==> src/rtl/pwm_oc_deadtime.sv <==
// Dead-time generator: splits one reference PWM into a complementary high/low drive pair.
// Latency: outputs are registered; the turning-on side asserts D edges after the detect edge (D=0 bypasses).
// Backpressure: none; the block runs every clk_psc_i edge and accepts a new reference level each cycle.
module pwm_oc_deadtime #(
  parameter int WIDTH = 8
) (
  input  logic             clk_psc_i,
  input  logic             rst_i,
  input  logic             update_event_i,
  input  logic             pwm_in_i,
  input  logic [WIDTH-1:0] dtg_preload_i,
  output logic             pwm_high_o,
  output logic             pwm_low_o
);

  logic [WIDTH-1:0] dt_active;
  logic [WIDTH-1:0] cnt;
  logic [WIDTH-1:0] cnt_next;
  logic             pwm_q;
  logic             transition;
  logic             high_next;
  logic             low_next;

  assign transition = (pwm_in_i != pwm_q);

  // Next-state: a transition blanks both sides and (re)loads the count; the last count cycle
  // releases the side matching the settled level. A zero dead time passes the edge straight through.
  always_comb begin
    cnt_next  = cnt;
    high_next = pwm_q;
    low_next  = ~pwm_q;
    if (transition) begin
      if (dt_active == '0) begin
        cnt_next  = '0;
        high_next = pwm_in_i;
        low_next  = ~pwm_in_i;
      end else begin
        cnt_next  = dt_active;
        high_next = 1'b0;
        low_next  = 1'b0;
      end
    end else if (cnt != '0) begin
      cnt_next = cnt - 1'b1;
      // cnt == 1 keeps the defaults, which assert the side matching pwm_q
      if (cnt != WIDTH'(1)) begin
        high_next = 1'b0;
        low_next  = 1'b0;
      end
    end
  end

  // State register; the shadow load lands after the transition logic has used the old value.
  always_ff @(posedge clk_psc_i) begin
    if (rst_i) begin
      dt_active  <= '0;
      cnt        <= '0;
      pwm_q      <= 1'b0;
      pwm_high_o <= 1'b0;
      pwm_low_o  <= 1'b0;
    end else begin
      if (update_event_i) begin
        dt_active <= dtg_preload_i;
      end
      cnt        <= cnt_next;
      pwm_q      <= pwm_in_i;
      pwm_high_o <= high_next;
      pwm_low_o  <= low_next;
    end
  end

endmodule

==> config.mk <==
export PLATFORM = sky130hd
export DESIGN_NAME = pwm_oc_deadtime
export DESIGN_NICKNAME = d
export VERILOG_FILES = /design/src/rtl/pwm_oc_deadtime.sv
export SDC_FILE = /design/constraint.sdc
export NUM_CORES = 1
export LEC_CHECK = 0
export CORE_MARGIN = 1
export CORE_UTILIZATION = 45
export DETAILED_ROUTE_END_ITERATION = 8
export HOLD_SLACK_MARGIN = 0.15
export PLACE_DENSITY_LB_ADDON = 0.1
export SETUP_SLACK_MARGIN = 0.02
export SYNTH_ARGS = -nofsm -noshare
export SYNTH_HDL_FRONTEND = slang
export SYNTH_SLANG_ARGS = --single-unit
export TNS_END_PERCENT = 20
==> constraint.sdc <==
create_clock -name clk_psc_i -period 3.57 [get_ports clk_psc_i]
set_input_delay 0.714 -clock clk_psc_i [delete_from_list [all_inputs] [get_ports clk_psc_i]]
set_output_delay 0.714 -clock clk_psc_i [all_outputs]
set_load 0.01 [all_outputs]
## Word level (Yosys, flattened, before mapping)

Index checks and enable logic that the tools add are counted.

- Reduce and logical (&&, ||, !) cells: 3
- Bitwise gates (word level): 2
- Add/sub/neg operators: 1
- Eq/ne operators: 2
- Muxes and demuxes: 11

Operator list:

| operator | count |
|---|---|
| 8-bit 2-to-1 mux | 3 |
| 8-bit zero test | 1 |
| 1-bit 2-to-1 mux | 8 |
| 8-bit by 1-bit != test with 1-bit output, second input constant | 1 |
| 8-bit nonzero test | 1 |
| 8-bit by 1-bit subtractor with 8-bit output, second input constant | 1 |
| 1-bit NOT | 2 |
| 2-bit nonzero test | 1 |
| 1-bit != test | 1 |

- Flip-flop bits (word level): 19
- Output and inout port bits: 2
- Input port bits: 12
- Word-level logic and storage cells: 24

## Longest topological paths before layout

- Depth in word-level cells: 4
- Mapped depth: 6
- Gate-level depth less buffers: 6

## Least setup slack after synthesis

No wires, ideal clock.

- Path type: input to register
- Start: input pwm_in_i
- End: register cnt[1]
- Data arrival time: 1.641 ns
- Setup time: 0.071 ns
- Required time: 3.499 ns
- Buffers on the path: 1
- Slack: 1.858 ns
- Cell stages on the path: 4
- Cell sequence: xnor2_1 > clkbuf_1 > o311ai_0 > a21oi_1

- Longest elaborated chain between the ends: 2
- Elaborated cells between the ends (all ways): 3
- Those cells by class: eq/ne: 1; mux: 1; reduce/logical: 1

RTL lines:

| what | RTL line | text |
|---|---|---|
| from (decl) | 10 | `input logic pwm_in_i,` |
| 1-bit != test (*) | 24 | `assign transition = (pwm_in_i != pwm_q);` |
| 8-bit 2-to-1 mux or 2-bit nonzero test (tied branches) | n/a |  |
| to (signal assigned) | 64 | `cnt <= cnt_next;` |
| to (decl) | 17 | `logic [WIDTH-1:0] cnt;` |

Every way passes the cells marked *; elsewhere a longest branch is shown, timed or not.
A chain may end at the register's enable or synchronous reset.

## Worst setup path after layout

Ends and elaborated chain as after synthesis.

==> results.sh <==
export IMPL_outcome="complete, no violations"
export IMPL_grtUsageTotal=0.186
export IMPL_clk_latency_ns=0.29
export IMPL_drc=0
export IMPL_routed_wl_um=1660
export IMPL_syn_inst=95
export IMPL_cp_start_kind="input port"
export IMPL_ant_nets=0
export IMPL_ioPinCount=14
export IMPL_drt_iter0_drc=8
export IMPL_pwr_density_cell_nw_per_um2=487
export IMPL_grt_pass1_vias=638
export IMPL_utilization=0.596
export IMPL_port_buffers=13
export IMPL_routabilityCongestion=0.777
export IMPL_intPower_mw=0.352
export IMPL_critical_path_class="input port to register"
export IMPL_cts_setup_buffers=0
export IMPL_viasPerCell=5.31
export IMPL_clkTransAtPathRegs_ns=0.10
export IMPL_cap_violations=0
export IMPL_htreeDepth=1
export IMPL_cts_tree="yes"
export IMPL_ys_ff_latch=19
export IMPL_netlist_area_um2=886
export IMPL_die_x_um=46.4
export IMPL_post_cts_resized=0
export IMPL_power_switching_mw=0.166
export IMPL_hpwl_um=1240
export IMPL_slew_viol_final=0
export IMPL_ys_warnings_count=0
export IMPL_grt_pass1_wl_um=2840
export IMPL_crit_fanout=15
export IMPL_syn2layout_area_growth_pct=19.9
export IMPL_cp_endpoint="cnt[1]$_SDFFE_PP0P_"
export IMPL_core_area_um2=1780
export IMPL_leakagePower_nw=0.405
export IMPL_crit_arrival_ns=2.55
export IMPL_place_inst=130
export IMPL_antenna_cells=0
export IMPL_die_h_um=46.4
export IMPL_hold_viol=0
export IMPL_cts_root_buf="clkbuf_4"
export IMPL_place_area_um2=1040
export IMPL_min_period_ns=2.33
export IMPL_grt_overflow=0
export IMPL_swShare=0.320
export IMPL_wl_per_cell_um=12.4
export IMPL_ys_seq_area_frac=0.429
export IMPL_tns_ns=0
export IMPL_post_synth_top_area_cell="dfxtp_1"
export IMPL_period_share=0.652
export IMPL_nets=124
export IMPL_synth_top_area_frac=0.429
export IMPL_instances_no_fill=134
export IMPL_rsz0062_at_grt="no"
export IMPL_clkSinkCount=19
export IMPL_clock_skew_ns=0.00454
export IMPL_required_ns=3.79
export IMPL_r2r_start="cnt[0]$_SDFFE_PP0P_"
export IMPL_synth_nets=109
export IMPL_max_freq_mhz=429
export IMPL_initial_utilization=0.497
export IMPL_seqPwrFrac=0.502
export IMPL_ys_top_cells_by_area="dfxtp_1 (43%), mux2i_1 (9.0%), nor2_1 (6.8%)"
export IMPL_grt_max_degree=16
export IMPL_clock_path_buffers=2
export IMPL_final_area_um2=1060
export IMPL_num_rows=15
export IMPL_pwr_share_comb=0.294
export IMPL_min_path_type="register to register"
export IMPL_cts_made_buffers=3
export IMPL_synth_avg_cell_area_um2=9.32
export IMPL_die_area_um2=2150
export IMPL_first_pass_iters=4
export IMPL_timing_rr_end="cnt[5]$_SDFFE_PP0P_"
export IMPL_tightest_slew_ns=1.04
export IMPL_drive_above_1_share=0.0826
export IMPL_vias=712
export IMPL_ff2ff_path_depth=5
export IMPL_synth_cell_types=28
export IMPL_cts_hold_buf=0
export IMPL_crit_path_end_kind="register"
export IMPL_grt_antenna_before_repair=0
export IMPL_crit_start="pwm_in_i"
export IMPL_reg2reg_slack_ns=1.66
export IMPL_slew_headroom=0.303
export IMPL_setup_violations=0
export IMPL_peakVddDrop_mv=0.302
export IMPL_clkPwrFrac=0.204
[synth_stat cells]
cell      count
dfxtp_1      19
nor2_1       16
mux2i_1       8
a21oi_1       5
nand2_1       5
nor3_1        4
a311oi_1      3
clkbuf_1      3
inv_1         3
o21ai_0       3
or4_1         3
xnor2_1       3
a211oi_1      2
ha_1          2
nor2b_1       2
xor2_1        2
a211oi_2      1
a31o_2        1
nand3_1       1
nand4b_1      1
nor3b_1       1
nor4_1        1
nor4_2        1
nor4_4        1
o311ai_0      1
o31ai_1       1
or3b_2        1
or4_4         1
[power groups by stage]
| stage | clock, mW | combinational, mW | sequential, mW |
|---|---|---|---|
| finish | 0.106 | 0.152 | 0.260 |
| global route | 0.119 | 0.167 | 0.264 |
| CTS | 0.109 | 0.153 | 0.260 |
| detailed placement | 0 | 0.151 | 0.265 |
| global placement | 0 | 0.153 | 0.264 |
| floorplan | 0 | 0.115 | 0.259 |
[logic make-up after synthesis]
group | count (synthesis) | share of synthesized area
simple gates | 38 | 0.243
flops | 19 | 0.429
compound gates | 17 | 0.134
mux | 8 | 0.0904
buf+inv | 6 | 0.0254
xor+xnor | 5 | 0.0494
fa+ha+maj | 2 | 0.0282
[state kept, by name (all words and copies together), names as in the netlist]
| name | flops |
|---|---|
| dt_active | 8 |
| pwm_q | 1 |
| cnt | 8 |
| pwm_low_o | 1 |
| pwm_high_o | 1 |
[through the flow]
step / setup slack, ns / power, mW / hold slack [ns]
floorplan: 1.86 / 0.374 / 0.440
global placement: 0.941 / 0.416 / 0.469
detailed placement: 0.962 / 0.416 / 0.476
CTS: 1.25 / 0.522 / 0.486
global route: 1.07 / 0.549 / 0.506
finish: 1.24 / 0.518 / 0.483
[critical path, stage by stage]
cell	delay, ns
clkdlybuf4s50_1	0.48
xnor2_1	0.86
o311ai_0	0.31
a21oi_1	0.18
[area by class of cell]
class / count / area, um2
fill: 180 / 721
multi-input combinational: 70 / 483
sequential: 19 / 380
timing repair buffer: 13 / 130
tap: 25 / 31.3
clock buffer: 4 / 26.3
inverter: 3 / 11.3
[worst min path at each step]
stage / start / end / slack (ns) / depth (start not counted)
after global placement: dt_active[0]$_SDFFE_PP0P_ / cnt[0]$_SDFFE_PP0P_ / 0.47 / 2
after floorplan: dt_active[0]$_SDFFE_PP0P_ / cnt[0]$_SDFFE_PP0P_ / 0.44 / 2
after detailed placement: dt_active[0]$_SDFFE_PP0P_ / cnt[0]$_SDFFE_PP0P_ / 0.48 / 2
after CTS: dt_active[0]$_SDFFE_PP0P_ / cnt[0]$_SDFFE_PP0P_ / 0.49 / 2
after global routing: dt_active[0]$_SDFFE_PP0P_ / cnt[0]$_SDFFE_PP0P_ / 0.51 / 2
final: dt_active[0]$_SDFFE_PP0P_ / cnt[0]$_SDFFE_PP0P_ / 0.48 / 2
[layer usage]
metal | GRT usage | up-vias | share of wire
met5 | 0 | - | 0
met1 | 0.263 | 324 | 0.53
met4 | 0.106 | 0 | 0.022
met2 | 0.267 | 12 | 0.43
li1 | - | 372 | -
met3 | 0.0235 | 4 | 0.019
[layout by cell type (no fill, tap or decap)]
master / Yosys / final
a311oi_1: 3 / 3
or4_4: 1 / 1
o31ai_1: 1 / 1
a21oi_1: 5 / 5
a31o_2: 1 / 1
nor4_2: 1 / 1
nand4b_1: 1 / 1
o21ai_0: 3 / 3
a211oi_1: 2 / 2
dfxtp_1: 19 / 19
nor3b_1: 1 / 1
o311ai_0: 1 / 1
inv_1: 3 / 3
mux2i_1: 8 / 8
xnor2_1: 3 / 3
clkbuf_4: 0 / 3
nor4_1: 1 / 1
ha_1: 2 / 2
clkbuf_1: 3 / 1
nor4_4: 1 / 1
nor3_1: 4 / 4
nand3_1: 1 / 1
a211oi_2: 1 / 1
xor2_1: 2 / 2
nor2b_1: 2 / 2
nor2_1: 16 / 16
or4_1: 3 / 3
clkdlybuf4s50_1: 0 / 13
or3b_2: 1 / 1
nand2_1: 5 / 5
No activity file was read; power rests on OpenSTA's default activity.
